**config.mk**
```make
export PLATFORM = sky130hd
export DESIGN_NAME = shape_raster
export DESIGN_NICKNAME = d
export VERILOG_FILES = /design/src/rtl/shape_pkg.sv /design/src/rtl/bresenham_step.sv /design/src/rtl/shape_raster.sv
export SDC_FILE = /design/constraint.sdc
export NUM_CORES = 1
export LEC_CHECK = 0
export BUFFER_PORTS_ARGS = -buffer_cell sky130_fd_sc_hd__buf_2
export CAP_MARGIN = 20
export CORE_AREA = 2 2 177 179
export CTS_BUF_LIST = sky130_fd_sc_hd__clkbuf_16
export DETAILED_ROUTE_END_ITERATION = 10
export DIE_AREA = 0 0 179 181
export HOLD_SLACK_MARGIN = 0.08
export PLACE_DENSITY = 0.47
export SETUP_SLACK_MARGIN = 0.1
export SLEW_MARGIN = 10
export SYNTH_ARGS = -nofsm -noshare
export SYNTH_HDL_FRONTEND = slang
export SYNTH_SLANG_ARGS = --single-unit
```
**constraint.sdc**
```tcl
create_clock -name clk -period 7.7 [get_ports clk]
set_input_delay 0.385 -clock clk [delete_from_list [all_inputs] [get_ports clk]]
set_output_delay 0.385 -clock clk [all_outputs]
set_load 0.02 [all_outputs]
```
**src/rtl/shape_pkg.sv**
```systemverilog
// shape_pkg: shape codes, FSM state encoding and error-term width rule.
// SHAPE_RASTER_FILL_EN compiles in the filled-rectangle state.
package shape_pkg;

    localparam logic [1:0] SHAPE_NONE = 2'd0;
    localparam logic [1:0] SHAPE_RECT = 2'd1;
    localparam logic [1:0] SHAPE_LINE = 2'd2;
    localparam logic [1:0] SHAPE_FILL = 2'd3;

    typedef enum logic [3:0] {
        ST_IDLE       = 4'd0,
        ST_SETUP      = 4'd1,
        ST_RECT_TOP   = 4'd2,
        ST_RECT_RIGHT = 4'd3,
        ST_RECT_BOT   = 4'd4,
        ST_RECT_LEFT  = 4'd5,
`ifdef SHAPE_RASTER_FILL_EN
        ST_FILL       = 4'd6,
`endif
        ST_LINE       = 4'd7,
        ST_FINISH     = 4'd8
    } state_t;

    // Two extra bits hold 2*err for any pair of CW-bit endpoints.
    function automatic int err_w(input int cw);
        return cw + 2;
    endfunction

endpackage

```
**src/rtl/bresenham_step.sv**
```systemverilog
// bresenham_step: one combinational Bresenham advance of (x, y, err).
// Both axis tests use the same e2 taken from the incoming error term.
module bresenham_step
    import shape_pkg::*;
#(
    parameter int CW = 8,
    parameter int EW = err_w(CW)
) (
    input  logic [CW-1:0]        x,
    input  logic [CW-1:0]        y,
    input  logic signed [EW-1:0] err,
    input  logic signed [EW-1:0] dx,
    input  logic signed [EW-1:0] dy,
    input  logic                 sx_neg,
    input  logic                 sy_neg,
    output logic [CW-1:0]        nx,
    output logic [CW-1:0]        ny,
    output logic signed [EW-1:0] nerr
);

    logic signed [EW-1:0] e2;
    logic                 step_x;
    logic                 step_y;

    // Decide which axes move and accumulate the error term.
    always_comb begin
        e2     = err <<< 1;
        step_x = (e2 >= dy);
        step_y = (e2 <= dx);
        nerr   = err;
        nx     = x;
        ny     = y;
        if (step_x) begin
            nerr = nerr + dy;
            nx   = sx_neg ? x - CW'(1) : x + CW'(1);
        end
        if (step_y) begin
            nerr = nerr + dx;
            ny   = sy_neg ? y - CW'(1) : y + CW'(1);
        end
    end

endmodule

```
**src/rtl/shape_raster.sv**
```systemverilog
// shape_raster: rect outline / Bresenham line (/ optional fill) rasteriser
// streaming one pixel per valid/ready handshake. Fill: SHAPE_RASTER_FILL_EN.
module shape_raster
    import shape_pkg::*;
#(
    parameter int CW = 8
) (
    input  logic          clk,
    input  logic          rst_n,
    input  logic          start,
    input  logic [1:0]    shape,
    input  logic [CW-1:0] x0,
    input  logic [CW-1:0] y0,
    input  logic [CW-1:0] x1,
    input  logic [CW-1:0] y1,
    input  logic          abort,
    output logic [CW-1:0] px_x,
    output logic [CW-1:0] px_y,
    output logic          px_valid,
    input  logic          px_ready,
    output logic          busy,
    output logic          done
);

    localparam int EW = err_w(CW);

    state_t state, state_n;

    logic [1:0]           shp;
    logic [CW-1:0]        lx0, ly0, lx1, ly1;
    logic [CW-1:0]        min_x, max_x, min_y, max_y;
    logic [CW-1:0]        cur_x, cur_y;
    logic signed [EW-1:0] dx, dy, err;
    logic                 sx_neg, sy_neg;

    logic [CW-1:0]        mn_x, mx_x, mn_y, mx_y;
    logic signed [EW-1:0] ex0, ey0, ex1, ey1, adx, ady;
    logic [CW-1:0]        bx, by;
    logic signed [EW-1:0] berr;
    logic                 legal;
    logic                 hs;
    logic                 line_end;

    assign hs       = px_valid & px_ready;
    assign line_end = (cur_x == lx1) && (cur_y == ly1);
    assign px_x     = cur_x;
    assign px_y     = cur_y;

    assign mn_x = (lx0 < lx1) ? lx0 : lx1;
    assign mx_x = (lx0 < lx1) ? lx1 : lx0;
    assign mn_y = (ly0 < ly1) ? ly0 : ly1;
    assign mx_y = (ly0 < ly1) ? ly1 : ly0;

    assign ex0 = signed'(EW'(lx0));
    assign ey0 = signed'(EW'(ly0));
    assign ex1 = signed'(EW'(lx1));
    assign ey1 = signed'(EW'(ly1));
    assign adx = (ex1 >= ex0) ? ex1 - ex0 : ex0 - ex1;
    assign ady = (ey1 >= ey0) ? ey1 - ey0 : ey0 - ey1;

    bresenham_step #(.CW(CW), .EW(EW)) u_step (
        .x      (cur_x),
        .y      (cur_y),
        .err    (err),
        .dx     (dx),
        .dy     (dy),
        .sx_neg (sx_neg),
        .sy_neg (sy_neg),
        .nx     (bx),
        .ny     (by),
        .nerr   (berr)
    );

    // Which shape codes start a command in this build.
    always_comb begin
        legal = 1'b0;
        unique case (shape)
            SHAPE_RECT, SHAPE_LINE: legal = 1'b1;
`ifdef SHAPE_RASTER_FILL_EN
            SHAPE_FILL: legal = 1'b1;
`endif
            default: legal = 1'b0;
        endcase
    end

    // State register.
    always_ff @(posedge clk or negedge rst_n) begin
        if (!rst_n) state <= ST_IDLE;
        else        state <= state_n;
    end

    // Next state: abort wins, walks advance only on a handshake.
    always_comb begin
        state_n = state;
        if (abort && state != ST_IDLE) begin
            state_n = ST_IDLE;
        end else begin
            unique case (state)
                ST_IDLE:
                    if (start && legal) state_n = ST_SETUP;
                ST_SETUP: begin
                    state_n = ST_RECT_TOP;
                    if (shp == SHAPE_LINE) state_n = ST_LINE;
`ifdef SHAPE_RASTER_FILL_EN
                    if (shp == SHAPE_FILL) state_n = ST_FILL;
`endif
                end
                ST_RECT_TOP:
                    if (hs && cur_x == max_x)
                        state_n = (max_y == min_y) ? ST_FINISH : ST_RECT_RIGHT;
                ST_RECT_RIGHT:
                    if (hs && cur_y == min_y)
                        state_n = (min_x == max_x) ? ST_FINISH : ST_RECT_BOT;
                ST_RECT_BOT:
                    if (hs && cur_x == min_x)
                        state_n = ((max_y - min_y) < CW'(2)) ? ST_FINISH
                                                             : ST_RECT_LEFT;
                ST_RECT_LEFT:
                    if (hs && cur_y == max_y - CW'(1)) state_n = ST_FINISH;
`ifdef SHAPE_RASTER_FILL_EN
                ST_FILL:
                    if (hs && cur_x == max_x && cur_y == min_y)
                        state_n = ST_FINISH;
`endif
                ST_LINE:
                    if (hs && line_end) state_n = ST_FINISH;
                ST_FINISH: state_n = ST_IDLE;
                default:   state_n = ST_IDLE;
            endcase
        end
    end

    // Status outputs decoded from the state.
    always_comb begin
        px_valid = 1'b0;
        busy     = 1'b0;
        done     = 1'b0;
        unique case (state)
            ST_IDLE:   ;
            ST_SETUP:  busy = 1'b1;
            ST_FINISH: done = 1'b1;
            default: begin
                busy     = 1'b1;
                px_valid = 1'b1;
            end
        endcase
    end

    // Command latch, setup arithmetic and coordinate walkers.
    always_ff @(posedge clk or negedge rst_n) begin
        if (!rst_n) begin
            shp    <= SHAPE_NONE;
            lx0    <= '0;
            ly0    <= '0;
            lx1    <= '0;
            ly1    <= '0;
            min_x  <= '0;
            max_x  <= '0;
            min_y  <= '0;
            max_y  <= '0;
            cur_x  <= '0;
            cur_y  <= '0;
            dx     <= '0;
            dy     <= '0;
            err    <= '0;
            sx_neg <= 1'b0;
            sy_neg <= 1'b0;
        end else begin
            unique case (state)
                ST_IDLE:
                    if (start && legal) begin
                        shp <= shape;
                        lx0 <= x0;
                        ly0 <= y0;
                        lx1 <= x1;
                        ly1 <= y1;
                    end
                ST_SETUP: begin
                    min_x  <= mn_x;
                    max_x  <= mx_x;
                    min_y  <= mn_y;
                    max_y  <= mx_y;
                    dx     <= adx;
                    dy     <= -ady;
                    err    <= adx - ady;
                    sx_neg <= (lx1 < lx0);
                    sy_neg <= (ly1 < ly0);
                    cur_x  <= (shp == SHAPE_LINE) ? lx0 : mn_x;
                    cur_y  <= (shp == SHAPE_LINE) ? ly0 : mx_y;
                end
                ST_RECT_TOP:
                    if (hs) begin
                        if (cur_x != max_x)      cur_x <= cur_x + CW'(1);
                        else if (max_y != min_y) cur_y <= max_y - CW'(1);
                    end
                ST_RECT_RIGHT:
                    if (hs) begin
                        if (cur_y != min_y)      cur_y <= cur_y - CW'(1);
                        else if (min_x != max_x) cur_x <= max_x - CW'(1);
                    end
                ST_RECT_BOT:
                    if (hs) begin
                        if (cur_x != min_x)
                            cur_x <= cur_x - CW'(1);
                        else if ((max_y - min_y) >= CW'(2))
                            cur_y <= min_y + CW'(1);
                    end
                ST_RECT_LEFT:
                    if (hs && cur_y != max_y - CW'(1)) cur_y <= cur_y + CW'(1);
`ifdef SHAPE_RASTER_FILL_EN
                ST_FILL:
                    if (hs) begin
                        if (cur_x != max_x) begin
                            cur_x <= cur_x + CW'(1);
                        end else if (cur_y != min_y) begin
                            cur_x <= min_x;
                            cur_y <= cur_y - CW'(1);
                        end
                    end
`endif
                ST_LINE:
                    if (hs && !line_end) begin
                        cur_x <= bx;
                        cur_y <= by;
                        err   <= berr;
                    end
                default: ;
            endcase
        end
    end

endmodule

```
==> results_dict.tcl, run 1 <==
set metrics [dict create \
    status "finished clean" \
    required_ns 8.00 \
    dieArea_mm2 0.0324 \
    cap_viol_max_count 0 \
    path_cells "inv_1, ha_1, a211oi_1, o21bai_1, o2bb2ai_2, mux2i_1, xor2_1, ha_1, a21o_1, a21oi_1, o21bai_1, a21oi_1, o21ai_0, xor2_1, xnor2_1, nor2_1, a221o_1" \
    end_kind "flip-flop" \
    cts_root_buffer "clkbuf_16" \
    clkLatencyLatePin_ns 0.43 \
    post-route-period-util 0.597 \
    grt_max_degree 95 \
    wl_met3_um 1650 \
    arrival_ns 4.89 \
    crit_path_start_kind "flip-flop" \
    dp_hpwl_um 26300 \
    yosys.area_share.xor_xnor 0.106 \
    timing.rr.end "err[8]" \
    num_rows 64 \
    cp_max_fo 12 \
    design.core.area_mm2 0.0303 \
    rsz0062_at_grt "false" \
    drt_iter0_drc 652 \
    max_stage_delay_ns 0.57 \
    synth-compound-area-share 0.214 \
    cts_tree "yes" \
    grt_pass1_vias 8916 \
    cts_setup_buffers 0 \
    worst_pin_slew_ns 1.07 \
    path_depth 17 \
    numCtsBuffers 17 \
    n_antenna_cell 0 \
    timing.final.crit_period_ns 4.60 \
    synth_top_area_share 0.277 \
    area_delta_synth_final_pct 12.1 \
    io_buffers 57 \
    hp-class "input port to flip-flop" \
    post_cts_resized 0 \
    fin_skew_ns 0.0152 \
    routedWlPerCell_um 20.1 \
    start_util 0.345 \
    design_area_mm2 0.0117 \
    crit_family "compound AO/OA/AOI/OAI gates" \
    postSynthAreaPerCell_um2 8.26 \
    nFillCells 3122 \
    drt-vias-per-instance 5.41 \
    crit_buf_inv 1 \
    worstSetupPathType "flip-flop to flip-flop" \
    dr.pass1.iters 6 \
    holdPathStages 2 \
    multi_input_area_mm2 0.00699 \
    grt_antenna_before_repair 1 \
    postCtsHoldBufs 1 \
    top_layer_used "met5" \
    synthSimpleGateAreaFrac 0.148 \
    routed_wl_um 34000 \
    grt.overflow.total 0 \
    path_clk_slew_ns 0.06 \
    seqCellArea_mm2 0.00290 \
    synth_cells 1268 \
    wl_met1_um 16800 \
    finalNetCount 1420 \
    routed-wl-met2_um 14700 \
    synth_area_mm2 0.0105 \
    synth_top_family_by_area "compound AO/OA/AOI/OAI gates" \
    synth_cell_types 67 \
    post-route-drc-count 0 \
    die_x_um 179 \
    regToRegSetupSlack_ns 3.10 \
    setup_viol 0 \
    crit_slowest_cell "o2bb2ai_2" \
    synth-edff-count 0 \
    num_vias 9164 \
    synth_nets 1404 \
    place_congestion 0.938 \
    synth_ff_type "dfrtp_1" \
    yosys.area_share.adder 0.122 \
    die_h_um 181 \
    fin_cells 1693 \
    relSlewSlack 0.286 \
    postRouteAntennaNets 0 \
    grt_pass1_wl_um 53200 \
    synthArstFlopShare 1.00 \
    layout-drive-gt1-share 0.128 \
    dp.cells 1660 \
    grt_usage 0.215 \
    cts_max_level 4 \
    setup_tns_ns 0 \
    holdPathEnd "state[1]" \
    fmax_ghz 0.218 \
    rr_worst_depth 17 \
    maxSlewViolCount 0 \
    crit-reg2reg-launch "ly0[2]" \
    clk_path_buf_depth 2 \
    synthMuxAreaShare 0.0736 \
    hold_viol 0 \
    ys_ff_latch 116 \
    io_pins 58 \
    clock_sinks 116 \
    yosys-top-cells-area "dfrtp_1, ha_1, a21oi_1" \
    place_area_mm2 0.0111 \
    ys_warn_count 0 \
    synth.yosys.seq_area_share 0.277 \
    yosys.area.top_type "dfrtp_1" \
    hp-start "abort" \
]
cell usage in the layout (no fill, tap or decap), drive strengths merged, types with 15 or more instances in the layout:
| master | n |
|---|---|
| a21o | 33 |
| a21oi | 113 |
| buf | 66 |
| clkbuf | 17 |
| dfrtp | 116 |
| ha | 89 |
| inv | 93 |
| mux2 | 48 |
| mux2i | 23 |
| nand2 | 99 |
| nand3 | 23 |
| nor2 | 108 |
| nor3 | 23 |
| nor4 | 15 |
| o21ai | 110 |
| o22ai | 15 |
| xnor2 | 63 |
| xor2 | 61 |
routing by layer:
layer  vias up  track usage
li1       4505            -
met3        43       0.0339
met5         -            0
met2       231        0.316
met4         2       0.0667
met1      4383        0.320
how the worst max path moves through the flow:
stage             end  startpoint  slack, ns
4_1_cts        err[8]      ly0[2]       3.10
5_1_grt        err[8]      ly0[2]       2.69
3_3_place_gp   err[8]      ly0[2]       3.21
2_1_floorplan  err[8]       dy[1]       3.63
6_report       err[8]      ly0[2]       3.10
3_5_place_dp   err[8]      ly0[2]       3.13
stage by stage:
step | worst slack, ns | hold WS [ns] | utilization
5_1_grt | 2.69 | 0.178 | 0.387
2_1_floorplan | 3.63 | 0.0894 | -
6_report | 3.10 | 0.173 | 0.387
3_3_place_gp | 3.21 | 0.465 | 0.365
4_1_cts | 3.10 | 0.159 | 0.387
3_5_place_dp | 3.13 | 0.471 | 0.365
state kept, by name, indices dropped and copies added (netlist names):
register	count
min_x	8
state	4
px_y	8
ly1	8
dy	10
dx	9
max_y	8
px_x	8
lx1	8
shp	2
ly0	8
min_y	8
sy_neg	1
err	9
max_x	8
sx_neg	1
lx0	8
synthesized netlist by cell type, types with 9 or more instances:
master and n:
o21ai_0 107, nor4_1 15, xor2_1 61, inv_1 90, a211oi_1 11, xnor2_1 63
ha_1 89, dfrtp_1 116, a21o_1 33, o21a_1 10, mux2_2 48, mux2i_1 23
o211ai_1 9, nand4_1 13, nor2_1 107, o22ai_1 15, nand2_1 99, nand3_1 23
clkbuf_1 62, nor2b_1 14, a21oi_1 113, nor3_1 22
logic make-up after synthesis:
logic type / count (synthesis)
buffers and inverters: 162
adder cells (fa/ha/maj): 97
AO/OA/AOI/OAI: 364
multiplexers: 71
AND/OR/NAND/NOR: 333
flip-flops: 116
XOR/XNOR: 125
cell type report:
| class | instances | share of cell area |
|---|---|---|
| clock buffers | 17 | 0.0362 |
| repair buffers | 67 | 0.0311 |
| well taps | 396 | 0.0422 |
| multi-input cells | 990 | 0.595 |
| flip-flops and latches | 116 | 0.247 |
| inverters | 92 | 0.0294 |
| clock inverters | 15 | 0.0193 |
Power of run 1 is not shown: default switching activity piles up to over one toggle a cycle in this logic, so the estimate is an artifact.
==> inputs of run 2 (changes only) <==
ABC_AREA = 1   (was unset)
CORE_AREA = 2 2 184 186   (was 2 2 177 179)
DIE_AREA = 0 0 186 188   (was 0 0 179 181)
clock period = 4.6 ns   (was 7.7 ns; I/O delays follow)
==> run 2 against run 1 <==
Sequential share of layout area fell by 2.4 points. Clock-buffer cell count unchanged. Area after synthesis grew 8.9%. Synthesized cell count increased by 36%. Critical path type unchanged.
==> results_dict.tcl, run 2 <==
set metrics [dict create \
    layout_common_cells "nand2_1, inv_1, o21ai_0" \
    routed_wl_um 39100 \
    cts_setup_buffers 0 \
    arrival_ns 4.30 \
    top_register "dy" \
    wl_met3_um 1520 \
    postRouteAntennaNets 0 \
    fmax_ghz 0.254 \
    synth_nets 1865 \
    io_pins 58 \
    setup_tns_ns 0 \
    finalNetCount 1929 \
    drt_iter0_drc 933 \
    crit-reg2reg-launch "lx0[6]" \
    timing.rr.end "err[6]" \
    top_layer_used "met4" \
    dieArea_mm2 0.0350 \
    grt_pass1_vias 10900 \
    synth_cells 1729 \
    io_buffers 57 \
    cp_max_fo 12 \
    clkLatencyLatePin_ns 0.44 \
    grt_antenna_before_repair 0 \
    largest_reg_flops 10 \
    maxSlewViolCount 0 \
    ys_ff_latch 116 \
    timing.final.crit_period_ns 3.93 \
    yosys-top-cells-area "dfrtp_1, nand2_1, ha_1" \
    worstSetupPathType "flip-flop to flip-flop" \
    post_cts_resized 0 \
    start_util 0.345 \
    grt_usage 0.234 \
    place_congestion 0.920 \
    synth-edff-count 0 \
    synth_cell_types 48 \
    crit_family "simple AND/OR/NAND/NOR gates" \
    routed-wl-met2_um 16900 \
    synth_top_area_share 0.254 \
    postSynthAreaPerCell_um2 6.60 \
    postCtsHoldBufs 34 \
    clock_sinks 116 \
    cts_max_level 4 \
    cp_common_cell "nand2_1" \
    worst_pin_slew_ns 0.789 \
    hp-class "input port to flip-flop" \
    grt_pass1_wl_um 62300 \
    status "finished clean" \
    drt-vias-per-instance 5.03 \
    n_antenna_cell 0 \
    critPathCapture "err[6]" \
    dr.pass1.iters 6 \
    ys_warn_count 0 \
    cap_viol_max_count 0 \
    largestRegisters "dy x10, dx x9, err x9" \
    setup_viol 0 \
    cts_root_buffer "clkbuf_16" \
    fin_skew_ns 0.0101 \
    yosysMostFrequentCell "nand2_1" \
    rsz0062_at_grt "false" \
    crit_buf_inv 3 \
    numCtsBuffers 17 \
    relSlewSlack 0.470 \
    path_depth 22 \
    post-route-period-util 0.855 \
    grt_max_degree 55 \
    num_rows 67 \
    dp_hpwl_um 31000 \
    max_stage_delay_ns 0.50 \
    synth_area_mm2 0.0114 \
    crit_path_start_kind "flip-flop" \
    area_delta_synth_final_pct 13.8 \
    required_ns 4.97 \
    synth_ff_type "dfrtp_1" \
    num_vias 11300 \
    critPathLaunch "lx0[6]" \
    final_common_cell "nand2_1" \
    crit_slowest_cell "nand4_1" \
    wl_met1_um 19900 \
    hold_viol 0 \
    cts_tree "yes" \
    path_cells "inv_1, ha_1, nand2_1, nand2_1, a21oi_1, nand4_1, inv_1, nand2_1, nand2_1, xor2_1, inv_1, ha_1, nand3_1, nand3_1, nand2_1, nand2_1, a21oi_1, xnor2_1, nand2_1, nand2_1, nor2_1, nor2_1" \
    routedWlPerCell_um 17.4 \
    yosys.area.top_type "dfrtp_1" \
    regToRegSetupSlack_ns 0.67 \
    rr_worst_depth 22 \
    nFillCells 3601 \
    die_x_um 186 \
    layout-drive-gt1-share 0.0886 \
    synth.yosys.seq_area_share 0.254 \
    synth_common_cells "nand2_1, inv_1, o21ai_0" \
    end_kind "flip-flop" \
    grt.overflow.total 0 \
    synthArstFlopShare 1.00 \
    path_clk_slew_ns 0.06 \
    die_h_um 188 \
    clk_path_buf_depth 2 \
    post-route-drc-count 0 \
    design.core.area_mm2 0.0331 \
]
[run 2: cell types whose count changed after synthesis, sizes merged, moves of 25 or more]
cell,change
a21o,-28
buf,+25
clkbuf,-40
inv,+119
mux2,-48
nand2,+413
nand3,+105
nand4,+28
nor2,+28
o21ai,+57
[run 2: logic make-up after synthesis]
family,count (synthesis),share of synthesized area
and+or+nand+nor,856,0.328
AOI/OAI and AO/OA,310,0.148
DFF,116,0.254
muxes,1,0.000877
buffers and inverters,264,0.0920
adders and majority gates,97,0.112
xor gates and xnor gates,85,0.0652
[run 2: how the worst min path moves through the flow]
stage,from,end,slack (ns),cells after the start
final,abort,state[0],0.28,4
after global routing,abort,state[3],0.31,4
after CTS,abort,state[0],0.24,4
after detailed placement,rst_n,ly0[5],0.31,1
after global placement,rst_n,ly0[5],0.31,1
after floorplan,rst_n,dx[0],-0.07,0
[run 2: final cells by class]
type	count	area, µm²	share of cell area
inverter	209	785	0.0604
sequential	116	2900	0.224
timing repair buffer	100	696	0.0536
clock buffer	17	425	0.0328
tap	448	561	0.0432
multi-input combinational	1349	7460	0.574
clock inverter	15	156	0.0120
[run 2: tightest hold or removal path, stage by stage]
cell	delay (ns)
buf_2	0.12
nand2_1	0.16
nand3_1	0.13
nand2_1	0.05
[run 2: per-stage QoR]
step	instance area [µm²]	hold slack (ns)	utilization	setup slack (ns)	std cells
floorplan	11400	-0.0656	-	1.50	1729
global placement	12100	0.306	0.364	0.802	2188
detailed placement	12100	0.308	0.364	0.721	2188
CTS	13000	0.243	0.392	0.670	2254
global route	13000	0.308	0.392	0.217	2254
finish	13000	0.282	0.392	0.667	2254
[run 2: routing by layer]
metal / vias up / track usage
met5: - / 0
met4: 0 / 0.0703
met3: 55 / 0.0317
met2: 244 / 0.350
met1: 5274 / 0.346
li1: 5760 / -
Power of run 2 is left out for the same reason.
==> inputs of run 3 (changes only) <==
CORE_AREA = 8 8 190 192   (was 2 2 184 186)
DIE_AREA = 0 0 198 200   (was 0 0 186 188)
SKIP_CTS_REPAIR_TIMING = 1   (was unset)
==> run 3 against run 2 <==
Highest routed layer unchanged. Clock skew grew 0.0025 ns. Worst setup slack lost 0.052 ns. Global-route usage shrank 3.2 points. Via count is essentially flat. Final cell count is essentially flat. Clock-buffer cell count is the same. Critical path type unchanged. Non-clock buffer count grew 1. Largest cell class unchanged. Sequential share of layout area is essentially flat. Sequential cell count is the same. Die area grew 13%. Critical path depth is the same. Hold slack lost 0.0044 ns.
==> results_dict.tcl, run 3 (synthesis results as in run 2) <==
set metrics [dict create \
    setup_viol 0 \
    drt_iter0_drc 853 \
    final_common_cell "nand2_1" \
    rr_worst_depth 22 \
    fin_skew_ns 0.0125 \
    layout-drive-gt1-share 0.0859 \
    top_register "dy" \
    required_ns 4.96 \
    postRouteAntennaNets 0 \
    num_rows 67 \
    grt.overflow.total 0 \
    largest_reg_flops 10 \
    grt_usage 0.202 \
    timing.final.crit_period_ns 3.99 \
    design.core.area_mm2 0.0331 \
    cts_tree "yes" \
    worstSetupPathType "flip-flop to flip-flop" \
    fmax_ghz 0.251 \
    layout_common_cells "nand2_1, inv_1, o21ai_0" \
    grt_pass1_wl_um 62400 \
    clk_path_buf_depth 2 \
    numCtsBuffers 17 \
    rsz0062_at_grt "false" \
    hp-class "input port to flip-flop" \
    maxSlewViolCount 0 \
    post-route-period-util 0.866 \
    path_clk_slew_ns 0.06 \
    status "finished clean" \
    place_congestion 0.943 \
    arrival_ns 4.34 \
    cts_root_buffer "clkbuf_16" \
    clkLatencyLatePin_ns 0.43 \
    setup_tns_ns 0 \
    hold_viol 0 \
    routed_wl_um 39300 \
    finalNetCount 1930 \
    nFillCells 3599 \
    area_delta_synth_final_pct 14.0 \
    place_area_mm2 0.0121 \
    cts_max_level 4 \
    drt-vias-per-instance 5.03 \
    holdPathEnd "state[1]" \
    grt_antenna_before_repair 0 \
    holdPathStages 4 \
    regToRegSetupSlack_ns 0.61 \
    io_buffers 57 \
    die_h_um 200 \
    critPathLaunch "lx0[6]" \
    design_area_mm2 0.0130 \
    dp_hpwl_um 31500 \
    routedWlPerCell_um 17.4 \
    largestRegisters "dy x10, dx x9, err x9" \
    worst_pin_slew_ns 0.749 \
    dr.pass1.iters 5 \
    crit_path_start_kind "flip-flop" \
    layout_setup_ws_ns 0.615 \
    grt_max_degree 66 \
    io_pins 58 \
    end_kind "flip-flop" \
    crit-reg2reg-launch "lx0[6]" \
    grt_pass1_vias 10900 \
    relSlewSlack 0.496 \
    num_vias 11300 \
    cap_viol_max_count 0 \
    start_util 0.345 \
    holdWs_ns 0.277 \
    hp-start "abort" \
    pre_cts_slack_ns 0.735 \
    die_x_um 198 \
    n_antenna_cell 0 \
    cp_max_fo 12 \
    post-route-drc-count 0 \
    clock_sinks 116 \
    dieArea_mm2 0.0396 \
    timing.rr.end "err[6]" \
]
run 3: cell types whose count changed in the layout (fill, tap and decap cells not counted):
cell	previous run	this run
clkinv_4	2	1
inv_1	202	204
clkinv_1	1	3
buf_4	10	11
clkinvlp_4	5	2
clkinv_2	3	2
bufinv_16	2	4
inv_6	3	0
run 3: stage by stage:
step | util | cells
3_3_place_gp | 0.365 | 2189
2_1_floorplan | - | 1729
6_report | 0.393 | 2253
3_5_place_dp | 0.365 | 2189
4_1_cts | 0.382 | 2219
5_1_grt | 0.393 | 2253
run 3: worst max-delay path by stage:
stage | to | cells after the start | slack, ns
CTS | err[6] | 22 | 0.69
floorplan | err[6] | 20 | 1.50
finish | err[6] | 22 | 0.61
global route | err[6] | 22 | 0.26
detailed placement | err[8] | 17 | 0.73
global placement | err[8] | 17 | 0.69
run 3: final cells by class:
type | count | area [µm²] | area share
Inverter | 209 | 785 | 0.0603
Sequential cell | 116 | 2900 | 0.223
Tap cell | 448 | 561 | 0.0431
Clock buffer | 17 | 425 | 0.0327
Clock inverter | 13 | 169 | 0.0130
Timing Repair Buffer | 101 | 703 | 0.0541
Multi-Input combinational cell | 1349 | 7460 | 0.574
run 3: routing by layer:
metal,up-vias,routed length [µm],GRT usage
met3,38,1500,0.0285
met4,0,587,0.0465
met1,5298,19900,0.292
li1,5766,-,-
met2,236,17300,0.313
met5,-,0,0
run 3: critical path, stage by stage, from the launching register on:
cell and delay, ns:
dfrtp_1 0.39, inv_1 0.14, ha_1 0.29, nand2_1 0.11
nand2_1 0.05, a21oi_1 0.34, nand4_1 0.52, inv_1 0.26
nand2_1 0.07, nand2_1 0.08, xor2_1 0.26, inv_1 0.09
ha_1 0.36, nand3_1 0.11, nand3_1 0.12, nand2_1 0.10
nand2_1 0.05, a21oi_1 0.14, xnor2_1 0.13, nand2_1 0.06
nand2_1 0.08, nor2_1 0.06, nor2_1 0.08
Power of run 3 is left out for the same reason.
